===== config.mk =====
export PLATFORM = sky130hd
export DESIGN_NAME = interval_timer_bank
export DESIGN_NICKNAME = d
export VERILOG_FILES = /design/src/rtl/interval_timer_bank.sv
export SDC_FILE = /design/constraint.sdc
export NUM_CORES = 1
export LEC_CHECK = 0
export BUFFER_PORTS_ARGS = -buffer_cell sky130_fd_sc_hd__buf_2
export CORE_MARGIN = 2
export CORE_UTILIZATION = 53
export DETAILED_ROUTE_END_ITERATION = 16
export GPL_TIMING_DRIVEN = 0
export PLACE_DENSITY = 0.73
export SYNTH_ARGS = -nofsm -noshare
export SYNTH_HDL_FRONTEND = slang
export SYNTH_SLANG_ARGS = --single-unit

===== constraint.sdc =====
create_clock -name clock -period 2.7 [get_ports clock]
set_clock_uncertainty 0.2 [all_clocks]
set_input_delay 0.54 -clock clock [delete_from_list [all_inputs] [get_ports clock]]
set_output_delay 0.54 -clock clock [all_outputs]
set_load 0.05 [all_outputs]

===== src/rtl/interval_timer_bank.sv =====
// Programmable interval duration bank with an integrated countdown timer.
// Durations are snapshotted at start; writes never disturb a running count.
module interval_timer_bank #(
  parameter int NUM_INTERVALS = 4,
  parameter int WIDTH         = 4,
  parameter int SEL_W         = 2,
  parameter logic [NUM_INTERVALS*WIDTH-1:0] DEFAULTS =
    {4'd1, 4'd2, 4'd3, 4'd6}
) (
  input  logic             clock,
  input  logic             reset,
  input  logic             prog_sync,
  input  logic [SEL_W-1:0] time_parameter_selector,
  input  logic [WIDTH-1:0] time_value,
  input  logic [SEL_W-1:0] interval,
  input  logic             tick,
  input  logic             start,
  input  logic             abort,
  output logic [WIDTH-1:0] value,
  output logic [WIDTH-1:0] remaining,
  output logic             busy,
  output logic             expired,
  output logic             sel_err
);

  localparam logic [SEL_W:0] NUM_L = (SEL_W+1)'(NUM_INTERVALS);

  typedef logic [NUM_INTERVALS-1:0][WIDTH-1:0] dur_t;
  typedef enum logic {IDLE, RUN} state_t;

  dur_t             dur_q, dur_d;
  logic [WIDTH-1:0] value_q, value_d;
  logic [WIDTH-1:0] rem_q, rem_d;
  logic             exp_q, exp_d;
  logic             sel_err_q, sel_err_d;
  state_t           state_q, state_d;

  logic             sel_ok;
  logic             iv_ok;
  logic [WIDTH-1:0] rd;

  assign sel_ok = {1'b0, time_parameter_selector} < NUM_L;
  assign iv_ok  = {1'b0, interval} < NUM_L;

  always_comb begin
    rd = '0;
    for (int i = 0; i < NUM_INTERVALS; i++) begin
      if (interval == SEL_W'(i)) rd = dur_q[i];
    end
  end

  always_comb begin
    dur_d = dur_q;
    if (prog_sync && sel_ok) begin
      for (int i = 0; i < NUM_INTERVALS; i++) begin
        if (time_parameter_selector == SEL_W'(i))
          dur_d[i] = time_value;
      end
    end
  end

  always_comb begin
    value_d   = iv_ok ? rd : value_q;
    sel_err_d = (prog_sync && !sel_ok) || !iv_ok;
  end

  // rd comes from dur_q, so a same-cycle write is not seen by start
  always_comb begin
    state_d = state_q;
    rem_d   = rem_q;
    exp_d   = 1'b0;
    unique case (state_q)
      IDLE: begin
        if (start && iv_ok) begin
          if (rd == '0) begin
            exp_d = 1'b1;
          end else begin
            rem_d   = rd;
            state_d = RUN;
          end
        end
      end
      RUN: begin
        if (abort) begin
          rem_d   = '0;
          state_d = IDLE;
        end else if (tick && rem_q != '0) begin
          rem_d = rem_q - WIDTH'(1);
          if (rem_q == WIDTH'(1)) begin
            state_d = IDLE;
            exp_d   = 1'b1;
          end
        end
      end
      default: begin
        state_d = IDLE;
        rem_d   = '0;
      end
    endcase
  end

  always_ff @(posedge clock or posedge reset) begin
    if (reset) begin
      dur_q     <= DEFAULTS;
      value_q   <= DEFAULTS[WIDTH-1:0];
      rem_q     <= '0;
      exp_q     <= 1'b0;
      sel_err_q <= 1'b0;
      state_q   <= IDLE;
    end else begin
      dur_q     <= dur_d;
      value_q   <= value_d;
      rem_q     <= rem_d;
      exp_q     <= exp_d;
      sel_err_q <= sel_err_d;
      state_q   <= state_d;
    end
  end

  assign value     = value_q;
  assign remaining = rem_q;
  assign busy      = (state_q == RUN);
  assign expired   = exp_q;
  assign sel_err   = sel_err_q;

endmodule

# ---- Yosys cells after proc, flatten, opt, wreduce, memory -nomap -nowiden
# Index checks and enable logic that the tools add are counted.
# W data, S select, Z words.
dict set report word_totals {
  regBits 26
  word_cells 51
}
dict set report op_classes {
  reduce_logical 10
  n_mux 21
  eq_ne 10
  bitwise_logic 1
  add_sub_neg 1
}
# op count
set ops {}
lappend ops {{$mux W4} 8}
lappend ops {{$mux W1} 10}
lappend ops {{$eq A2 B2 Y1 const B} 4}
lappend ops {{$pmux W4 S2} 1}
lappend ops {{$reduce_and A2 Y1} 4}
lappend ops {{$eq A2 B1 Y1 const B} 2}
lappend ops {{$eq A4 B1 Y1 const B} 1}
lappend ops {{$logic_not A2 Y1} 2}
lappend ops {{$logic_not A4 Y1} 1}
lappend ops {{$ne A2 B2 Y1 const B} 2}
lappend ops {{$pmux W1 S2} 2}
lappend ops {{$reduce_bool A4 Y1} 1}
lappend ops {{$sub A4 B1 Y4 const B} 1}
lappend ops {{$ne A3 B2 Y1 const B} 1}
lappend ops {{$reduce_and A3 Y1} 1}
lappend ops {{$logic_and A1 B1 Y1} 1}
lappend ops {{$not A1 Y1} 1}

# ---- Logic depth before layout (Yosys ltp)
dict set report logic_depth {
  depth_word 9
  ltp_mapped 6
  depth_no_buf 6
}

# ---- Worst setup path after synthesis
# No wires, ideal clock.
dict set report synth_timing {
  path_type {register to register}
  from {reg rem_q[1] (netlist: remaining[1])}
  to {reg rem_q[1] (netlist: remaining[1])}
  setup_time_ns 0.080
  arrival_ns 1.907
  stages_incl_launch_ff 7
  required_time_ns 2.420
  setup_slack_ns 0.514
  cell_sequence {dfrtp_1 inv_1 ha_1 or3b_2 a21oi_1 o21a_4 mux2i_1}
}
dict set report synth_via {
  elab_chain_cells 4
  word_cells_on_any_way 8
}
# element line
set synth_lines {}
lappend synth_lines {{from (decl)} 33} ;# logic [WIDTH-1:0] rem_q, rem_d;
lappend synth_lines {{from (signal assigned)} 113} ;# rem_q <= rem_d;
lappend synth_lines {{$sub A4 B1 Y4 or $reduce_bool A4 Y1 (tied branches)} {88, 87}}
lappend synth_lines {{$mux W4 or $logic_and A1 B1 Y1 (tied branches)} 87} ;# end else if (tick && rem_q != '0) begin
lappend synth_lines {{$mux W4 or $ne A3 B2 Y1 (tied branches)} --}
lappend synth_lines {{$pmux W4 S2 or $reduce_and A3 Y1 (tied branches)} --}
# Several ways; a longest one is shown, not always the timed one. The select of a mux whose other input is x is not followed.
# A chain may end at the register's enable or synchronous reset.

# ---- Worst setup path after layout
dict set report layout_timing {
  from {reg rem_q[0] (netlist: remaining[0])}
  to {reg rem_q[1] (netlist: remaining[1])}
}
# Same word-level chain as after synthesis.

==> impl_metrics.env <==
export IMPL_status="finished clean"
export IMPL_hold_path_class="in -> async"
export IMPL_io_buffer_count=23
export IMPL_fin_crit_sh_pct=80.9
export IMPL_rows=17
export IMPL_dp_cells=139
export IMPL_routabilityCongestion=0.774
export IMPL_cts_setup_buffers=0
export IMPL_fmax_mhz=458
export IMPL_finalMaxSlewViolations=0
export IMPL_crit_arrival_ns=2.23
export IMPL_hold_ws_ns=0.198
export IMPL_start_util_pct=56.2
export IMPL_grt_pass1_vias=836
export IMPL_num_io_pins=25
export IMPL_dieArea_sq_um=2750
export IMPL_syn_nets=105
export IMPL_vias_per_cell=5.75
export IMPL_wl_microns=2100
export IMPL_synth_simple_area_share_pct=8.86
export IMPL_syn_area_sq_um=1240
export IMPL_post_place_ws_ns=0.235
export IMPL_timing_max_cap_violations=0
export IMPL_clk_latency_ns=0.32
export IMPL_tns_ns=0
export IMPL_dr_total_vias=822
export IMPL_clk_pin_slew_ns=0.14
export IMPL_cts_repair_resized=0
export IMPL_synthCells=88
export IMPL_startpoint_type="register"
export IMPL_path_class="reg -> reg"
export IMPL_crit_path_max_fanout=6
export IMPL_track_usage_pct=18.3
export IMPL_worst_slew_pin_slew_ns=0.924
export IMPL_rsz0062_at_grt="false"
export IMPL_muxShareOfSynthArea_pct=23.7
export IMPL_drive_above_1_share_pct=51.3
export IMPL_layout_common_cells="buf_2 (23), dfrtp_1 (18), mux2_2 (16)"
export IMPL_synthTopCellsByArea="dfrtp_1 (36%), dfstp_2 (17%), mux2_2 (15%)"
export IMPL_clock_sinks=26
export IMPL_yosysWarnings=0
export IMPL_synth_top_area_share_pct=36.3
export IMPL_synth_avg_cell_area_sq_um=14.1
export IMPL_final_common_cell="buf_2"
export IMPL_cts_inserted_buffers=3
export IMPL_fin_nets=133
export IMPL_ant_nets=0
export IMPL_p_total_mw=1.37
export IMPL_core_area_sq_um=2210
export IMPL_finalWorstSetupSlack_ns=0.514
export IMPL_synth_xor_xnor_area_share_pct=0
export IMPL_die_h_microns=52.4
export IMPL_placed_cell_area_sq_um=1390
export IMPL_cts_hold_buf=0
export IMPL_place_hpwl_microns=1630
export IMPL_hold_viol=0
export IMPL_firstDrtPassIters=4
export IMPL_peakVddDrop_uv=546
export IMPL_instances_no_fill=143
export IMPL_diodes=0
export IMPL_cp_required_ns=2.74
export IMPL_drt_iter0_drc=11
export IMPL_yosys_register_bits=26
export IMPL_fin_crit_ns=2.19
export IMPL_overflow=0
export IMPL_power_density_nw_per_um2=951
export IMPL_root_buffer="clkbuf_4"
export IMPL_synth_compound_area_share_pct=8.86
export IMPL_leakage_nw=0.645
export IMPL_stdcell_area_sq_um=1450
export IMPL_synth_top_family_by_area="multiplexers"
export IMPL_setup_viol=0
export IMPL_final_core_util_pct=65.3
export IMPL_endpoint_kind="register"
export IMPL_grt_pass1_wl_microns=3620
export IMPL_grt_max_degree=27
export IMPL_cts_tree="built"
export IMPL_nFillCells=179
export IMPL_die_w_microns=52.4
export IMPL_antenna_found_initial=0
export IMPL_clockBufferDepth=2
export IMPL_slew_headroom_pct=38.3
export IMPL_htree_num_levels=1
export IMPL_ys_seq_area_share_pct=53.2
export IMPL_drc=0
export IMPL_area_delta_synth_final_pct=16.3
export IMPL_synth_cell_types=30
export IMPL_wl_per_cell_microns=14.7
export IMPL_synth_fa_ha_area_share_pct=3.02
export IMPL_synth_top_area_cell="dfrtp_1"
-- report_power, final --
part,switching [mW],leakage [nW],internal (mW),total [mW]
Sequential,0.0655,0.302,0.501,0.566
Clock,0.112,0.0279,0.150,0.262
Combinational,0.352,0.316,0.194,0.545
Total,0.530,0.645,0.845,1.37
-- cell usage after synthesis --
cell type and instances:
dfrtp_1 18, mux2_2 16, dfstp_2 8, inv_1 5, nor2_1 4, a21oi_1 3, ha_1 3, mux4_2 3
nor3b_1 3, mux2i_1 2, nand3b_1 2, o211ai_1 2, o21ai_0 2, a221o_2 1, a31oi_1 1, a32o_1 1
and3b_1 1, buf_4 1, conb_1 1, mux4_1 1, nand2_1 1, nand2b_1 1, nand3_1 1, nor2b_1 1
nor3_1 1, nor4_1 1, o21a_4 1, o41ai_4 1, or3b_2 1, or4_1 1
-- worst paths after layout --
check | slack [ns] | end | from | cells past startpoint
max reg2reg | 0.51 | remaining[1]$_DFFE_PP0P_ | remaining[0]$_DFFE_PP0P_ | 6
min in group clock | 0.28 | dur_q[14]$_DFFE_PP0P_ | time_value[2] | 2
max | 0.51 | remaining[1]$_DFFE_PP0P_ | remaining[0]$_DFFE_PP0P_ | 6
min | 0.20 | remaining[3]$_DFFE_PP0P_ | reset | 2
max in group asynchronous | 1.54 | dur_q[3]$_DFFE_PP0P_ | reset | 2
min reg2reg | 0.32 | dur_q[8]$_DFFE_PP0P_ | dur_q[8]$_DFFE_PP0P_ | 1
-- worst max-delay path, cell delays in order (launching register included) --
cell     delay (ns)
dfrtp_1        0.46
inv_1          0.10
ha_1           0.16
or3b_2         0.44
a21oi_1        0.34
o21a_4         0.19
mux2i_1        0.22
-- registers in the layout (all words and copies together) (netlist names) --
| name | flops |
|---|---|
| expired | 1 |
| busy | 1 |
| value | 4 |
| dur_q | 16 |
| remaining | 4 |
-- per-layer routing --
layer  vias up  share of wire (%)  global-route usage, %
li1        382                  -                      -
met1       407                 44                   22.5
met2        25                 50                   30.8
met3         8                4.1                   3.71
met4         0                1.9                   8.12
met5         -                  0                      0
-- cells by family after synthesis --
| logic type | Yosys count |
|---|---|
| buf+inv | 6 |
| compound gates | 12 |
| flops | 26 |
| fa+ha+maj | 3 |
| mux | 22 |
| other cells | 1 |
| simple gates | 18 |
-- area by class of cell --
cell class	instances	area, sq um	share of cell area [%]
Inverter	5	18.8	1.30
Timing Repair Buffer	23	115	7.97
Clock buffer	3	22.5	1.56
Buffer	1	7.51	0.519
Clock inverter	1	30.0	2.08
Tap cell	28	35.0	2.42
Multi-Input combinational cell	56	556	38.4
Sequential cell	26	661	45.7
(Power assumes the default switching activity.)
